--- src/rtl/sd_add_redundancy_ctrl.sv ---
// Temporal-redundancy controller: runs the shared signed-digit adder twice (A,B then B,A) and checks agreement.
// Optional macro SDA_RETRY_EN re-executes the pass pair up to MAX_RETRY times after a mismatch.
module sd_add_redundancy_ctrl #(
    parameter int unsigned SETTLE    = 1,
    parameter int unsigned MAX_RETRY = 2
) (
    input  logic       clk,
    input  logic       rst_n,
    input  logic       req_valid,
    output logic       req_ready,
    input  logic [7:0] req_a,
    input  logic [7:0] req_b,
    input  logic       req_cin,
    output logic [7:0] add_a,
    output logic [7:0] add_b,
    output logic       add_cin,
    input  logic [7:0] add_result,
    input  logic       add_cout,
    output logic       rsp_valid,
    input  logic       rsp_ready,
    output logic [7:0] rsp_result,
    output logic       rsp_cout,
    output logic       rsp_err,
    output logic [7:0] err_count,
    output logic       busy
);

    typedef enum logic [2:0] {
        S_IDLE = 3'd0,
        S_P1   = 3'd1,
        S_P2   = 3'd2,
        S_CMP  = 3'd3,
        S_RESP = 3'd4
    } state_t;

    localparam logic [3:0] SETTLE_M1 = 4'(SETTLE - 1);

    // Out-of-range parameters leave this marker block in the elaborated hierarchy.
    if (SETTLE < 1 || SETTLE > 15 || MAX_RETRY > 7) begin : g_illegal_params
    end

    state_t     r_state;
    logic [7:0] r_a;
    logic [7:0] r_b;
    logic       r_cin;
    logic [8:0] r_r1;
    logic [8:0] r_r2;
    logic [3:0] r_cnt;
    logic [7:0] r_add_a;
    logic [7:0] r_add_b;
    logic       r_add_cin;
    logic [7:0] r_rsp_result;
    logic       r_rsp_cout;
    logic       r_rsp_err;
    logic [7:0] r_err_count;
    logic       w_match;
    logic [7:0] w_err_next;

`ifdef SDA_RETRY_EN
    localparam logic [2:0] MAX_RETRY_L = 3'(MAX_RETRY);
    logic [2:0] r_retry;
`endif

    assign w_match    = (r_r1 == r_r2);
    assign w_err_next = (r_err_count == 8'hFF) ? 8'hFF : r_err_count + 8'd1;

    // Both handshakes are valid/ready: a transfer happens on a rising edge where both are high;
    // valid never depends combinationally on ready, and the payload is held stable while valid waits.
    assign req_ready  = (r_state == S_IDLE);
    assign busy       = (r_state != S_IDLE);
    assign rsp_valid  = (r_state == S_RESP);
    assign add_a      = r_add_a;
    assign add_b      = r_add_b;
    assign add_cin    = r_add_cin;
    assign rsp_result = r_rsp_result;
    assign rsp_cout   = r_rsp_cout;
    assign rsp_err    = r_rsp_err;
    assign err_count  = r_err_count;

    always_ff @(posedge clk or negedge rst_n) begin
        if (!rst_n) begin
            r_state      <= S_IDLE;
            r_a          <= 8'd0;
            r_b          <= 8'd0;
            r_cin        <= 1'b0;
            r_r1         <= 9'd0;
            r_r2         <= 9'd0;
            r_cnt        <= 4'd0;
            r_add_a      <= 8'd0;
            r_add_b      <= 8'd0;
            r_add_cin    <= 1'b0;
            r_rsp_result <= 8'd0;
            r_rsp_cout   <= 1'b0;
            r_rsp_err    <= 1'b0;
            r_err_count  <= 8'd0;
`ifdef SDA_RETRY_EN
            r_retry      <= 3'd0;
`endif
        end else begin
            case (r_state)
                S_IDLE: begin
                    if (req_valid) begin
                        r_a       <= req_a;
                        r_b       <= req_b;
                        r_cin     <= req_cin;
                        r_add_a   <= req_a;
                        r_add_b   <= req_b;
                        r_add_cin <= req_cin;
                        r_cnt     <= SETTLE_M1;
                        r_state   <= S_P1;
`ifdef SDA_RETRY_EN
                        r_retry   <= 3'd0;
`endif
                    end
                end
                S_P1: begin
                    if (r_cnt == 4'd0) begin
                        r_r1    <= {add_cout, add_result};
                        r_add_a <= r_b;
                        r_add_b <= r_a;
                        r_cnt   <= SETTLE_M1;
                        r_state <= S_P2;
                    end else begin
                        r_cnt <= r_cnt - 4'd1;
                    end
                end
                S_P2: begin
                    if (r_cnt == 4'd0) begin
                        r_r2      <= {add_cout, add_result};
                        r_add_a   <= 8'd0;
                        r_add_b   <= 8'd0;
                        r_add_cin <= 1'b0;
                        r_state   <= S_CMP;
                    end else begin
                        r_cnt <= r_cnt - 4'd1;
                    end
                end
                S_CMP: begin
                    r_rsp_result <= r_r1[7:0];
                    r_rsp_cout   <= r_r1[8];
                    if (w_match) begin
                        r_rsp_err <= 1'b0;
                        r_state   <= S_RESP;
                    end else begin
                        r_err_count <= w_err_next;
`ifdef SDA_RETRY_EN
                        if (r_retry < MAX_RETRY_L) begin
                            r_retry   <= r_retry + 3'd1;
                            r_add_a   <= r_a;
                            r_add_b   <= r_b;
                            r_add_cin <= r_cin;
                            r_cnt     <= SETTLE_M1;
                            r_state   <= S_P1;
                        end else begin
                            r_rsp_err <= 1'b1;
                            r_state   <= S_RESP;
                        end
`else
                        r_rsp_err <= 1'b1;
                        r_state   <= S_RESP;
`endif
                    end
                end
                S_RESP: begin
                    if (rsp_ready) begin
                        r_state <= S_IDLE;
                    end
                end
                default: r_state <= S_IDLE;
            endcase
        end
    end

endmodule

--- config.mk ---
export PLATFORM = sky130hd
export DESIGN_NAME = sd_add_redundancy_ctrl
export DESIGN_NICKNAME = d
export VERILOG_FILES = /design/src/rtl/sd_add_redundancy_ctrl.sv
export SDC_FILE = /design/constraint.sdc
export NUM_CORES = 1
export LEC_CHECK = 0
export CORE_MARGIN = 5
export CORE_UTILIZATION = 35
export CTS_BUF_LIST = sky130_fd_sc_hd__clkbuf_2 sky130_fd_sc_hd__clkbuf_4 sky130_fd_sc_hd__clkbuf_8
export DETAILED_ROUTE_END_ITERATION = 10
export GPL_TIMING_DRIVEN = 0
export PLACE_DENSITY = 0.58
export SLEW_MARGIN = 20
export SYNTH_ARGS = -nofsm -noshare
export SYNTH_HDL_FRONTEND = slang
export SYNTH_SLANG_ARGS = --single-unit
--- constraint.sdc ---
create_clock -name clk -period 1.85 [get_ports clk]
set_input_delay 0.185 -clock clk [delete_from_list [all_inputs] [get_ports clk]]
set_output_delay 0.185 -clock clk [all_outputs]
set_load 0.03 [all_outputs]
## After elaboration in Yosys (flattened, before gate mapping)

Index checks and enable logic that the tools add are counted.

| storage, ports and cells | value |
|---|---|
| register bits after elaboration | 76 |
| logic and storage cells | 61 |

| cells by class | value |
|---|---|
| add/subtract/negate cells | 2 |
| equality and inequality tests | 11 |
| multiplexer cells | 21 |
| bitwise operators | 1 |
| reductions and logical operators | 13 |

Operators by type and width:

| kind | number |
|---|---|
| $mux W8 | 6 |
| $pmux W8 S3 | 2 |
| $pmux W3 S5 | 1 |
| $mux W3 | 4 |
| $mux W4 | 3 |
| $pmux W4 S3 | 1 |
| $eq A9 B9 Y1 | 1 |
| $add A8 B1 Y8 const B | 1 |
| $eq A8 B8 Y1 const B | 1 |
| $ne A2 B2 Y1 const B | 4 |
| $reduce_and A2 Y1 | 4 |
| $reduce_and A4 Y1 | 2 |
| $eq A3 B2 Y1 const B | 2 |
| $reduce_and A3 Y1 | 2 |
| $reduce_bool A3 Y1 | 2 |
| $logic_not A4 Y1 | 1 |
| $sub A4 B1 Y4 const B | 1 |
| $eq A3 B1 Y1 const B | 1 |
| $eq A3 B3 Y1 const B | 1 |
| $logic_not A3 Y1 | 1 |
| $mux W1 | 3 |
| $ne A2 B1 Y1 const B | 1 |
| $pmux W1 S2 | 1 |
| $reduce_bool A2 Y1 | 1 |
| $not A1 Y1 | 1 |

## Depth between registers and ports, before layout

| depth | value |
|---|---|
| depth in word-level cells | 3 |
| depth in mapped cells | 8 |
| depth with buffers taken out | 7 |

## Worst setup path after synthesis

Ideal clock, no wire load.

| timing path | value |
|---|---|
| kind | register -> register |
| start | reg r_state[0] |
| end | reg r_a[0] |
| arrival time | 1830 ps |
| required time | 1725 ps |
| setup slack | -105 ps |
| cell stages (with the launch flop) | 7 |
| path buffers | 3 |
| clock period less this slack | 1955 ps |
| cell sequence | dfrtp_1 buf_2 nor3_2 and2_1 buf_4 buf_4 mux2_2 |

| between the ends | value |
|---|---|
| longest elaborated chain between the ends | 2 |

Ends and longest elaborated chain:

| what | RTL line | RTL |
|---|---|---|
| from (decl) | 42 | `state_t r_state;` |
| from (signal assigned) | 82 | `r_state <= S_IDLE;` |
| from (signal assigned) | 110 | `r_state <= S_P1;` |
| from (signal assigned) | 122 | `r_state <= S_P2;` |
| $logic_not A3 Y1 | - |  |
| net req_ready | 10 | `output logic req_ready,` |
| $reduce_and A2 Y1 (no source line) | - |  |
| to (signal assigned) | 103 | `r_a <= req_a;` |
| to (decl) | 43 | `logic [7:0] r_a;` |

The timed path passes the listed nets, and every way through them passes these cells.
A chain may end at the register's enable or synchronous reset.

## Worst setup path after layout

| timing path | value |
|---|---|
| start | reg r_cnt[1] |
| end | reg r_add_cin (netlist: add_cin) |

| between the ends | value |
|---|---|
| longest elaborated chain between the ends | 3 |

Ends and longest elaborated chain:

| what | RTL line | RTL |
|---|---|---|
| from (decl) | 48 | `logic [3:0] r_cnt;` |
| from (signal assigned) | 124 | `r_cnt <= r_cnt - 4'd1;` |
| from (signal assigned) | 135 | `r_cnt <= r_cnt - 4'd1;` |
| $logic_not A4 Y1 | 128 | `if (r_cnt == 4'd0) begin` |
| $ne A2 B2 Y1 (no source line) | - |  |
| $reduce_and A3 Y1 (no source line) | - |  |
| to (signal assigned) | 108 | `r_add_cin <= req_cin;` |
| to (decl) | 51 | `logic r_add_cin;` |

No other way between the ends.

==> summary.log <==
[cts] clock tree from TritonCTS yes
[timing] total of endpoints with negative setup slack in the final report 0
[synthesis] area fraction of the dominant cell type after synthesis 56.1%
[routing] number of vias per cell after detailed routing 4.82
[setup_path] worst endpoint data arrival time 1.98 ns
[power_and_ir_drop] static leakage power 1.92 nW
[timing] number of hold-slack violations in the final timing report 0
[placed_design] post-placement cell area 4260 um^2
[power_and_ir_drop] Worst VDD drop 0.000737 V
[cts] clock latency reported for the late side of the worst-skew pair 0.35 ns
[synthesis] Yosys cell types 39
[power_and_ir_drop] part of the power in registers 33.6%
[global_routing] aggregate global routing overflow 0
[final_layout] area overhead of the layout relative to synthesis 33.2%
[synthesis] library cell occupying the most area in the post-synthesis netlist sky130_fd_sc_hd__dfrtp_1
[setup_path] largest stage delay on the critical path 0.39 ns
[setup_path] maximum fanout count along the critical path 10
[global_routing] wire length of the first global-routing pass 12,100 um
[final_layout] net count of the finished layout 385
[timing] min cycle time layout 1.75 ns
[placed_design] Placed Cells incl. Taps 468
[synthesis] warning count from the yosys run 0
[routing] remaining antenna violation count after routing 0
[setup_path] cell chain of the critical path inv_1, ha_1, nor3b_4, nand3_2, buf_4, nor2b_1, a22o_1
[synthesis] fraction of the yosys area taken by sequential cells 56.1%
[cts] maximum buffer depth of the clock tree 2
[synthesis] Post-Synthesis Cells 267
[die] CORE AREA 9590 um^2
[die] Initial Utilization 35.3%
[global_routing] Tot GR Track Use 13.4%
[routing] routed wire length per instance 15.5 um
[routing] residual DRC count 0
[outcome] status completed
[min_path] hold crit path type in2async
[synthesis] flip-flop and latch count after synthesis 76
[timing] RSZ-0062 raised after global routing no
[die] Placement Rows 36
[setup_path] nature of the critical path endpoint register
[setup_path] total buffers and inverters traversed by the critical path 2
[die] full die area 11,800 um^2
[setup_path] element type at the critical path start register
[setup_path] critical path type reg2reg
[placed_design] Final HPWL DP 5350 um
[setup_path] number of cell instances on the worst register-to-register path 7
[setup_path] Register-to-Register Setup Slack 0.10 ns
[cts] clock-pin transition on the worst setup and hold timing paths 0.07 ns
[setup_path] count of cell instances traversed by the critical path 7
[final_layout] diode insertion count for antenna repair 0
[timing] slew at the pin closest to its max-slew limit 0.449 ns
[cts] CTS Root Cell sky130_fd_sc_hd__clkbuf_8
[synthesis] leading cell types by total area after synthesis sky130_fd_sc_hd__dfrtp_1 56%, sky130_fd_sc_hd__mux2_2 15%, sky130_fd_sc_hd__a21oi_2 3.6%
[synthesis] commonest register cell after synthesis sky130_fd_sc_hd__dfrtp_1
[die] die width 108 um
[timing] fin crit share 94.4%
[final_layout] summed area of non-filler cells in the final layout 4510 um^2
[power_and_ir_drop] Clock Power Share 12.3%
[die] number of I/O pins 68
[cts] clock buffer count from CTS 9
[setup_path] worst path required time 2.09 ns
[routing] final wirelength 7560 um
[synthesis] post-synthesis cell area 3390 um^2
[placed_design] Port Buffer Count 67
[power_and_ir_drop] internal power contribution 5.22 mW
[setup_path] library cell contributing the largest single delay on the critical path sky130_fd_sc_hd__dfrtp_1
[routing] number of search-and-repair iterations in the first detailed-routing pass 4
[routing] number of DRC markers after the initial detailed-route iteration 60
[global_routing] largest net degree at the start of global routing 49
[job] Max Cap Viol 0
[global_routing] antenna violations before repair 0
[final_layout] layout cells sized above 1 28.7%
[power_and_ir_drop] switching power total 3.64 mW
[setup_path] Top Family by Delay on Critical Path simple AND/OR/NAND/NOR gates
[placed_design] final weighted congestion in routability-driven placement 0.749
[timing] final clock skew 0.0114 ns
[cts] sink count of the clock tree 76
[timing] fmax 0.573 GHz
[power_and_ir_drop] Comb power frac 54.1%
[synthesis] async set-or-reset flop fraction in the synthesized netlist 100%
[final_layout] number of non-filler instances in the completed layout 489
[cts] level count of the clock H-tree 3
[synthesis] count of flip-flops with a built-in enable after synthesis 0
[power_and_ir_drop] fraction of power spent switching nets 41.1%
[power_and_ir_drop] Final Power 8.86 mW
[power_and_ir_drop] Power Density 1960 nW/um^2
[routing] vias after detailed routing 2,358
[global_routing] vias in the first global route 2,349
[synthesis] post-synthesis net count 300
[die] height of the die 108 um
[timing] Slew Limit Fails 0
[synthesis] Avg Inst Size Synth 12.7 um^2
[timing] Rel. slew slack 69.8%
## sequential cells by signal, indices dropped and copies added, names as in the netlist
name / flops
add_cin: 1
r_b: 8
r_cnt: 4
err_count: 8
r_r2: 9
rsp_cout: 1
r_state: 3
r_r1: 9
add_a: 8
rsp_result: 8
r_a: 8
rsp_err: 1
add_b: 8
## synth_stat cells, types with 2 or more instances
library cell / count
sky130_fd_sc_hd__inv_1: 8
sky130_fd_sc_hd__ha_1: 3
sky130_fd_sc_hd__a22oi_1: 16
sky130_fd_sc_hd__buf_4: 3
sky130_fd_sc_hd__nand4_1: 3
sky130_fd_sc_hd__nand2_1: 6
sky130_fd_sc_hd__a22o_1: 3
sky130_fd_sc_hd__buf_2: 7
sky130_fd_sc_hd__nor2b_1: 2
sky130_fd_sc_hd__nand3_1: 5
sky130_fd_sc_hd__mux2_2: 45
sky130_fd_sc_hd__buf_6: 2
sky130_fd_sc_hd__nor3b_4: 2
sky130_fd_sc_hd__o21ai_0: 5
sky130_fd_sc_hd__nand3b_1: 3
sky130_fd_sc_hd__and3_1: 3
sky130_fd_sc_hd__nor3_1: 2
sky130_fd_sc_hd__a31oi_1: 2
sky130_fd_sc_hd__a41oi_1: 2
sky130_fd_sc_hd__nor2_1: 22
sky130_fd_sc_hd__dfrtp_1: 76
sky130_fd_sc_hd__a21oi_1: 6
sky130_fd_sc_hd__xor2_1: 9
sky130_fd_sc_hd__a21o_1: 2
sky130_fd_sc_hd__nand2b_1: 3
sky130_fd_sc_hd__a21oi_2: 14
## path summary, 6_finish.rpt
check | startpoint | to
max reg2reg | r_cnt[1]$_DFFE_PN0P_ | add_cin$_DFFE_PN0P_
min | rst_n | rsp_result[5]$_DFFE_PN0P_
max | r_cnt[1]$_DFFE_PN0P_ | add_cin$_DFFE_PN0P_
min in group clk | rsp_ready | r_state[2]$_DFFE_PN0P_
min reg2reg | rsp_err$_DFFE_PN0P_ | rsp_err$_DFFE_PN0P_
max in group asynchronous | rst_n | r_state[0]$_DFFE_PN0P_
## power groups by stage
| stage | clock (mW) | sequential [mW] | combinational, mW |
|---|---|---|---|
| 6_report | 1.09 | 2.98 | 4.79 |
| 5_1_grt | 1.19 | 3.09 | 5.17 |
| 4_1_cts | 1.12 | 2.99 | 4.67 |
| 3_5_place_dp | 0 | 3.02 | 4.63 |
| 3_3_place_gp | 0 | 3.00 | 4.56 |
| 2_1_floorplan | 0 | 3.62 | 2.47 |
## routing by layer
layer  vias up  share of wire [%]  track usage, %  routed length, um
met5         -                  0               0                  0
met4         0                1.6            5.41                124
met3        10                4.6            3.58                350
met2        45                 50            21.3               3750
met1      1179                 44            17.4               3330
li1       1124                  -               -                  -
## stage by stage
| stage | hold WS (ns) | setup TNS (ns) | utilization [%] | setup slack (ns) |
|---|---|---|---|---|
| final | 0.323 | 0 | 47.1 | 0.104 |
| after global routing | 0.377 | 0 | 47.1 | 0.00693 |
| after CTS | 0.311 | 0 | 46.4 | 0.0309 |
| after detailed placement | 0.148 | -1.13 | 44.4 | -0.0984 |
| after global placement | 0.462 | -166.04 | 44.1 | -2.17 |
| after floorplan | -0.111 | 0 | - | 0.0416 |
## repair_timing
| item | CTS | global route |
|---|---|---|
| pin swaps | 1 | 1 |
| buffers inserted | 3 | 2 |
| hold buffers | 1 | 0 |
| resized for setup | 4 | 12 |
| endpoints found under the setup margin | 20 | 38 |
| endpoints found under the hold margin | 28 | 0 |
## cells by family (layout without fill, tap and decap cells)
family	after synthesis	after routing	synth area share [%]
and+or+nand+nor	57	57	9.71
AOI/OAI and AO/OA	55	55	12.1
DFF	76	76	56.1
adders and majority gates	3	3	1.11
xor gates and xnor gates	9	9	2.33
muxes	46	46	15.2
buffers and inverters	21	110	3.36
## layout by cell type, fill, tap and decap left out, drive strengths merged, types with 2 or more instances in the layout
cell	count
dfrtp	76
a31oi	3
nor2b	2
nand2	7
dlygate4sd2	3
nand4	3
clkdlybuf4s50	63
clkinv	3
nor2	22
and3	3
ha	3
nor3	3
nand2b	3
clkbuf	12
xor2	9
inv	8
a22oi	16
o21ai	5
mux2	45
nand3	5
a21o	2
buf	20
nand3b	4
nor3b	2
a22o	3
a21oi	20
a41oi	2
## final cells by class
type	count	area, um^2
clock buffers	12	146
fillers	886	5080
clock inverters	3	15.0
plain buffers	13	103
multi-input cells	170	1410
repair buffers	74	743
inverters	8	30.0
flip-flops and latches	76	1900
well taps	133	166
(Power assumes the default switching activity.)
